===== src/rtl/lpc_pkg.sv =====
// Shared constants, FSM state type and helpers for the LPC synthesis stage.
// Holds the predictor order, Q-format, accumulator width, LFSR seed/taps and sat16.
package lpc_pkg;

   localparam int ORDER     = 10;
   localparam int COEF_FRAC = 12;
   localparam int ACC_W     = 40;
   localparam int E_W       = 18;

   localparam logic [3:0] K_LAST = 4'(ORDER - 1);

   localparam logic [15:0] LFSR_SEED = 16'hACE1;
   // x^16+x^14+x^13+x^11+1 in right-shift Fibonacci form
   localparam logic [15:0] LFSR_TAPS = 16'h002D;

   localparam logic signed [ACC_W-1:0] Y_MAX = 32767;
   localparam logic signed [ACC_W-1:0] Y_MIN = -32768;

   typedef enum logic [1:0] {
      S_IDLE,
      S_LOAD_E,
      S_MAC,
      S_OUT
   } state_t;

   // Drop the Q fraction (floor) and clamp to 16-bit signed.
   function automatic logic [15:0] sat16(
      input logic signed [ACC_W-1:0] a
   );
      logic signed [ACC_W-1:0] s;
      s = a >>> COEF_FRAC;
      if (s > Y_MAX)
         sat16 = 16'h7FFF;
      else if (s < Y_MIN)
         sat16 = 16'h8000;
      else
         sat16 = s[15:0];
   endfunction

   function automatic logic [15:0] lfsr_step(
      input logic [15:0] s
   );
      lfsr_step = {^(s & LFSR_TAPS), s[15:1]};
   endfunction

endpackage


===== src/rtl/lpc_excitation.sv =====
// Excitation source: pitch-pulse counter, noise LFSR and gain scaling.
// Ports: clk, rst, v_accept (advance), voiced, pitch_per, gain -> e (registered).
module lpc_excitation
   import lpc_pkg::*;
(
   input  logic                  clk,
   input  logic                  rst,
   input  logic                  v_accept,
   input  logic                  voiced,
   input  logic [15:0]           pitch_per,
   input  logic [15:0]           gain,
   output logic signed [E_W-1:0] e
);

   logic [15:0]           lfsr_q;
   logic [15:0]           pcnt_q;
   logic [15:0]           pcnt_d;
   logic signed [E_W-1:0] e_q;
   logic signed [E_W-1:0] e_d;
   logic signed [E_W-1:0] e_noise;
   logic signed [32:0]    nprod;

   // Pre-shift LFSR value times gain, floor-scaled by 2^-15
   assign nprod = $signed({{17{lfsr_q[15]}}, lfsr_q})
                * $signed({17'd0, gain});
   assign e_noise = E_W'(nprod >>> 15);

   always_comb begin
      pcnt_d = pcnt_q;
      e_d    = '0;
      if (voiced) begin
         if (pitch_per == 16'd0) begin
            pcnt_d = '0;
         end else begin
            if (pcnt_q == 16'd0)
               e_d = {2'b00, gain};
            // >= also recovers if a new, shorter period was loaded
            if (pcnt_q >= pitch_per - 16'd1)
               pcnt_d = '0;
            else
               pcnt_d = pcnt_q + 16'd1;
         end
      end else begin
         e_d = e_noise;
      end
   end

   always_ff @(posedge clk) begin
      if (rst) begin
         lfsr_q <= LFSR_SEED;
         pcnt_q <= '0;
         e_q    <= '0;
      end else if (v_accept) begin
         lfsr_q <= lfsr_step(lfsr_q);
         pcnt_q <= pcnt_d;
         e_q    <= e_d;
      end
   end

   assign e = e_q;

endmodule


===== src/rtl/lpc_synth.sv =====
// LPC synthesis: frame regs, 10-tap all-pole filter with one shared MAC.
// Ports: clk, rst, A1..A10, voiced, pitch_per, gain, load, v -> y, vout, busy, overrun.
module lpc_synth
   import lpc_pkg::*;
(
   input  logic        clk,
   input  logic        rst,
   input  logic [15:0] A1,
   input  logic [15:0] A2,
   input  logic [15:0] A3,
   input  logic [15:0] A4,
   input  logic [15:0] A5,
   input  logic [15:0] A6,
   input  logic [15:0] A7,
   input  logic [15:0] A8,
   input  logic [15:0] A9,
   input  logic [15:0] A10,
   input  logic        voiced,
   input  logic [15:0] pitch_per,
   input  logic [15:0] gain,
   input  logic        load,
   input  logic        v,
   output logic [15:0] y,
   output logic        vout,
   output logic        busy,
   output logic        overrun
);

   logic [15:0] a_in   [ORDER];
   logic [15:0] fa_q   [ORDER];
   logic [15:0] wa_q   [ORDER];
   logic [15:0] hist_q [ORDER];

   logic        fvoiced_q;
   logic [15:0] fpitch_q;
   logic [15:0] fgain_q;

   state_t      state_q;
   logic [3:0]  k_q;
   logic [15:0] y_q;
   logic [15:0] y_d;
   logic        vout_q;
   logic        busy_q;
   logic        ovr_q;
   logic        v_acc;

   logic signed [ACC_W-1:0] acc_q;
   logic signed [ACC_W-1:0] acc_d;
   logic signed [31:0]      prod;
   logic signed [E_W-1:0]   e;

   assign a_in[0] = A1;
   assign a_in[1] = A2;
   assign a_in[2] = A3;
   assign a_in[3] = A4;
   assign a_in[4] = A5;
   assign a_in[5] = A6;
   assign a_in[6] = A7;
   assign a_in[7] = A8;
   assign a_in[8] = A9;
   assign a_in[9] = A10;

   assign v_acc = v && (state_q == S_IDLE);

   // Sees the frame regs before a coincident load lands
   lpc_excitation u_exc (
      .clk       (clk),
      .rst       (rst),
      .v_accept  (v_acc),
      .voiced    (fvoiced_q),
      .pitch_per (fpitch_q),
      .gain      (fgain_q),
      .e         (e)
   );

   assign prod = $signed({{16{wa_q[k_q][15]}}, wa_q[k_q]})
               * $signed({{16{hist_q[k_q][15]}}, hist_q[k_q]});
   assign acc_d = acc_q - {{(ACC_W-32){prod[31]}}, prod};
   assign y_d   = sat16(acc_d);

   always_ff @(posedge clk) begin
      if (rst) begin
         for (int i = 0; i < ORDER; i++) begin
            fa_q[i]   <= '0;
            wa_q[i]   <= '0;
            hist_q[i] <= '0;
         end
         fvoiced_q <= 1'b0;
         fpitch_q  <= '0;
         fgain_q   <= '0;
         state_q   <= S_IDLE;
         k_q       <= '0;
         acc_q     <= '0;
         y_q       <= '0;
         vout_q    <= 1'b0;
         busy_q    <= 1'b0;
         ovr_q     <= 1'b0;
      end else begin
         if (load) begin
            for (int i = 0; i < ORDER; i++)
               fa_q[i] <= a_in[i];
            fvoiced_q <= voiced;
            fpitch_q  <= pitch_per;
            fgain_q   <= gain;
         end

         vout_q <= 1'b0;
         if (v && state_q != S_IDLE)
            ovr_q <= 1'b1;

         unique case (state_q)
            S_IDLE: begin
               if (v) begin
                  // Snapshot coefs so a later load
                  // cannot disturb this sample
                  wa_q    <= fa_q;
                  busy_q  <= 1'b1;
                  state_q <= S_LOAD_E;
               end
            end
            S_LOAD_E: begin
               acc_q   <= {{(ACC_W-E_W-COEF_FRAC){e[E_W-1]}},
                           e, {COEF_FRAC{1'b0}}};
               k_q     <= '0;
               state_q <= S_MAC;
            end
            S_MAC: begin
               if (k_q == K_LAST) begin
                  y_q       <= y_d;
                  hist_q[0] <= y_d;
                  for (int i = 1; i < ORDER; i++)
                     hist_q[i] <= hist_q[i-1];
                  vout_q    <= 1'b1;
                  state_q   <= S_OUT;
               end else begin
                  acc_q <= acc_d;
                  k_q   <= k_q + 4'd1;
               end
            end
            S_OUT: begin
               busy_q  <= 1'b0;
               state_q <= S_IDLE;
            end
            default: state_q <= S_IDLE;
         endcase
      end
   end

   assign y       = y_q;
   assign vout    = vout_q;
   assign busy    = busy_q;
   assign overrun = ovr_q;

endmodule


===== config.mk =====
export PLATFORM = sky130hd
export DESIGN_NAME = lpc_synth
export DESIGN_NICKNAME = d
export VERILOG_FILES = /design/src/rtl/lpc_pkg.sv /design/src/rtl/lpc_excitation.sv /design/src/rtl/lpc_synth.sv
export SDC_FILE = /design/constraint.sdc
export NUM_CORES = 2
export LEC_CHECK = 0
export ABC_AREA = 1
export BUFFER_PORTS_ARGS = -buffer_cell sky130_fd_sc_hd__clkbuf_2
export CORE_ASPECT_RATIO = 0.8
export CORE_MARGIN = 2
export CORE_UTILIZATION = 30
export CTS_CLUSTER_DIAMETER = 80
export DETAILED_ROUTE_END_ITERATION = 10
export HOLD_SLACK_MARGIN = 0.02
export PLACE_DENSITY = 0.5
export SYNTH_ARGS = -nofsm -noshare
export SYNTH_HDL_FRONTEND = slang
export SYNTH_HIERARCHICAL = 1
export SYNTH_SLANG_ARGS = --single-unit

===== constraint.sdc =====
create_clock -name clk -period 11.06 [get_ports clk]
set_clock_uncertainty 0.15 [all_clocks]
set_input_delay 0 -clock clk [delete_from_list [all_inputs] [get_ports clk]]
set_output_delay 0 -clock clk [all_outputs]
set_load 0.01 [all_outputs]

After elaboration in Yosys (flattened, before gate mapping)
Memories as Yosys holds them, arrays and structs flattened. A register that Yosys moved wholly into a read port is not among the register bits.
Cells that the tools add are included.
{"block": "totals", "register_bits": 468, "output_inout_bits": 19, "in_bits": 197, "ramBits": 160, "mem_count": 1}
{"block": "op_classes", "order_cmp": 4, "n_addsub": 4, "n_mux": 37, "multipliers": 2, "n_eq_ne": 7, "n_bitwise": 11, "reduce_logical": 15}
{"name": "hist_q", "depth": 10, "word_bits": 16, "rd": 10, "rd_ports_with_merged_regs": 1, "write_ports": 10, "line_no": "lpc_synth.sv:32", "text": "logic [15:0] hist_q [ORDER];"}
{"cell": "16-bit 2-to-1 mux", "count": 17}
{"cell": "40-bit one-hot mux with 2 select lines", "count": 1}
{"cell": "16-bit binary-select mux with 4-bit select", "count": 1}
{"cell": "40-bit 2-to-1 mux", "count": 1}
{"cell": "40-bit subtractor", "count": 1}
{"cell": "18-bit 2-to-1 mux", "count": 2}
{"cell": "16-bit by 17-bit multiplier with 33-bit output", "count": 1}
{"cell": "16-bit logical NOT", "count": 2}
{"cell": "16-bit by 16-bit multiplier with 32-bit output", "count": 1}
{"cell": "28-bit by 16-bit > comparator with 1-bit output, second input constant", "count": 1}
{"cell": "28-bit by 16-bit < comparator with 1-bit output, second input constant", "count": 1}
{"cell": "16-bit by 1-bit adder with 16-bit output, second input constant", "count": 1}
{"cell": "16-bit >= comparator", "count": 1}
{"cell": "16-bit parity", "count": 1}
{"cell": "16-bit by 1-bit subtractor with 16-bit output, second input constant", "count": 1}
{"cell": "4-bit 2-to-1 mux", "count": 3}
{"cell": "2-bit AND reduction", "count": 6}
{"cell": "1-bit bitwise OR", "count": 10}
{"cell": "2-bit one-hot mux with 4 select lines", "count": 1}
{"cell": "4-bit one-hot mux with 2 select lines", "count": 1}
{"cell": "1-bit 2-to-1 mux", "count": 7}
{"cell": "2-bit inequality test, second input constant", "count": 3}
{"cell": "2-bit nonzero test", "count": 3}
{"cell": "5-bit >= comparator, second input constant", "count": 1}
{"cell": "other kinds (9)", "count": 12}

Logic depth before layout (Yosys ltp)
{"block": "depth", "ltp_word": 10, "mapped_depth": 58}

Hierarchy
The synthesis kept the hierarchy.
{"module": "lpc_synth", "seq_area_each_um2": 13252.7, "cells_per_inst": 4607, "n_inst": 1, "area_each_um2": 35631.7}
{"module": "lpc_excitation", "seq_area_each_um2": 1001.0, "cells_per_inst": 1800, "n_inst": 1, "area_each_um2": 12600.8}

Worst setup path after synthesis
Ideal clock, no wire load.
{"block": "synth_path", "path_kind": "register -> register", "from": "register with a tool-made name", "to": "memory hist_q[0][5], data pin", "setup_slack_ns": 1.517, "path_stages_with_launch": 52, "arrival_ns": 9.142, "t_required_ns": 10.659, "path_cell_list": "dfxtp_1 > clkbuf_1 > clkbuf_1 > clkbuf_1 > buf_1 > a21oi_1 > o21ai_1 > clkbuf_1 > nand2_1 > fa_1 > inv_1 > fa_1 > inv_1 > fa_1 > inv_1 > fa_1 > fa_1 > inv_1 > [16 not listed] > nor2_1 > and3_1 > nand2_1 > nand2_1 > nand3_1 > nand2_1 > nand2_1 > nand2_1 > inv_1 > nor4_1 > nand3_1 > nor2_1 > nand4_1 > nand2_4 > buf_6 > nand2_1 > nand2_1 > inv_1"}
{"item": "end, declared", "line_no": "lpc_synth.sv:32"}

==> impl_metrics.ini <==
[setup_path]
cp_common_cell = nand2_1
rr_worst_depth = 49
timing.reg2reg.setup_slack_ns = 0.80
cpLargestDelayFamily = adder cells
r2r_start = k_q[0]
critPathMaxStageDelay_ns = 0.52
r2r-end = hist_q[0][7]
worstSetupStartpointType = flip-flop
endpoint_kind = flip-flop
crit_buf_inv = 11
crit_type = flip-flop to flip-flop
worstPathArrival_ns = 10.51
cp_slowest_cell = fa_1
cp_max_fo = 35
crit_required_ns = 11.32

[outcome]
status = complete, no violations

[synth]
synth_area_leaders = dfxtp_1, fa_1, edfxtp_1
synth_warnings = 6
ys.flop_type = dfxtp_1
synth_top_area_share = 0.1959
syn-num-nets = 7318
syn_avg_cell_area_um2 = 7.528
synth_edf_count = 160
syn_area_um2 = 48230
synthTopCellsByCount = inv_1, nor2_1, nand2_1
synth_cell_types = 55
ys_async_sr_fraction = 0
synthMostInstantiatedCell = inv_1
yosysTopAreaCell = dfxtp_1
ys_seq_area_frac = 0.2955
synth_cells = 6407
ys_ff_latch = 632

[global_route]
grt_max_degree = 156
antenna_found_initial = 3
gr-usage-all-layers = 0.1853
grt_pass1_wl_um = 241400
grt_overflow = 0
grt_pass1_vias = 42470

[detailed_routing]
vias_per_cell = 4.655
drcViolationCount = 0
drtIter0Drc = 2888
wl_um = 152700
ant_nets = 0
wl_per_cell_um = 16.73
dr_total_vias = 42510
firstDrtPassIters = 6

[final_layout]
syn2layout_area_growth_pct = 22.17
layout.nets = 7854
final_cell_count_no_fill = 9131
postLayoutCoreUtil = 0.3695
multiInputGateArea_um2 = 28330
register_area_um2 = 14260
fillers = 16470
drive_above_1_share = 0.07386

[floorplan]
chipWidth_um = 452.3
die_area_um2 = 164000
num_rows = 131
ios = 216
start_util = 0.3024
die_y_um = 362.6
core_um2 = 159500

[worst_hold_path]
min_to = busy
hold_path.class = input port to flip-flop
min_from = v
hold-path-cell-count = 5

[clock_tree]
h-tree-depth = 3
clockRootBuffer = clkbuf_16
cts_sinks = 632
cts_buffers = 76
cts_tree = built
clk_latency_ns = 0.69
clk_pin_slew_ns = 0.06
cts_buffer_depth = 3

[placement]
dp_cells = 8516
hpwl_um = 109600
port-buffer-count = 215
place.gp.congestion = 0.8714

[timing]
finalCriticalPeriod_ns = 10.26
period_share = 0.9273
hold_viol = 0
whs_ns = 0.2179
worstMarginPinSlew_ns = 1.153
maxSlewHeadroom = 0.2316
setup-violations-final = 0
timing.fmax_mhz = 97.50
maxSlewViolCount = 0

[job]
drv_cap = 0
metrics by stage:
stage / TNS, ns / worst slack [ns] / area [um^2]
global placement: 0 / 0.4675 / 51470
floorplan: 0 / 1.517 / 48230
finish: 0 / 0.8040 / 58920
detailed placement: 0 / 0.3679 / 51470
global route: -0.002874 / -0.002874 / 58920
CTS: 0 / 0.3326 / 58810
placed cells by master (no fill, tap or decap), types with 12 or more instances in the layout:
| master | synthesis | final |
|---|---|---|
| a21oi_1 | 241 | 239 |
| a31oi_1 | 23 | 23 |
| buf_4 | 2 | 85 |
| clkbuf_1 | 295 | 17 |
| clkbuf_16 | 0 | 77 |
| clkbuf_2 | 0 | 213 |
| clkbuf_8 | 0 | 12 |
| dfxtp_1 | 472 | 469 |
| dlygate4sd3_1 | 0 | 475 |
| edfxtp_1 | 160 | 160 |
| fa_1 | 456 | 456 |
| ha_1 | 258 | 258 |
| inv_1 | 1163 | 1158 |
| inv_2 | 15 | 15 |
| nand2_1 | 1107 | 1105 |
| nand2_2 | 16 | 16 |
| nand3_1 | 137 | 137 |
| nand4_1 | 21 | 21 |
| nor2_1 | 1141 | 1141 |
| nor3_1 | 12 | 12 |
| o211ai_1 | 27 | 27 |
| o21ai_0 | 579 | 579 |
| o21ai_1 | 23 | 17 |
| o221ai_1 | 37 | 37 |
| o22ai_1 | 13 | 13 |
| xnor2_1 | 23 | 23 |
| xor2_1 | 57 | 57 |
cells by family after synthesis:
group / share of synthesized area
AND/OR/NAND/NOR: 0.2048
buffers and inverters: 0.1183
AO/OA/AOI/OAI: 0.1100
adder cells (fa/ha/maj): 0.2562
flip-flops: 0.2955
XOR/XNOR: 0.01453
multiplexers: 0.0006226
cell type report:
cell class,instances,share of cell area
antenna,3,0.0001274
clock buffer,105,0.03616
clock inverter,30,0.007708
inverter,1181,0.07566
multi-input combinational,4270,0.4808
sequential,632,0.2420
tap,2128,0.04519
timing repair buffer,782,0.1123
worst register-to-register path, delay by kind of cell (launching register included):
kind,cells,cell delay (ns)
adder cells (fa/ha/maj),8,3.66
AO/OA/AOI/OAI,8,1.84
buffers and inverters,11,0.83
flip-flops,1,0.39
XOR/XNOR,1,0.16
AND/OR/NAND/NOR,21,2.93
worst max-delay path by stage:
stage	from	endpoint	slack (ns)	cells after the start
CTS	flip-flop	hist_q[0][7]	0.33	44
global route	k_q[0]	hist_q[0][2]	-0.003	49
finish	k_q[0]	hist_q[0][7]	0.80	49
global placement	flip-flop	hist_q[0][1]	0.47	44
detailed placement	flip-flop	hist_q[0][14]	0.37	44
floorplan	flip-flop	hist_q[0][5]	1.52	51
registers in the layout, indices dropped and copies added (netlist names), 18 cells and up, named ones only:
signal,flops
fa_q,160
hist_q,160
wa_q,160
acc_q,40
u_exc/e,18
repair_timing:
item / CTS / global route
buffers inserted: 0 / 1
hold buffers: 475 / 0
endpoints found under the hold margin: 320 / 0
endpoints found under the setup margin: 0 / 31
resized for setup: 0 / 16
metal layers:
metal | track usage | part of all wire | vias up | wire (um)
li1 | - | - | 20780 | -
met1 | 0.2716 | 0.49 | 20540 | 75420
met2 | 0.2861 | 0.44 | 968 | 67180
met3 | 0.02387 | 0.044 | 213 | 6669
met4 | 0.04669 | 0.023 | 2 | 3450
met5 | 0 | 0.000079 | - | 12
Power is left out: the tool's default activity adds up to more than one toggle a clock period on the data nets, which glitch-free logic cannot reach.
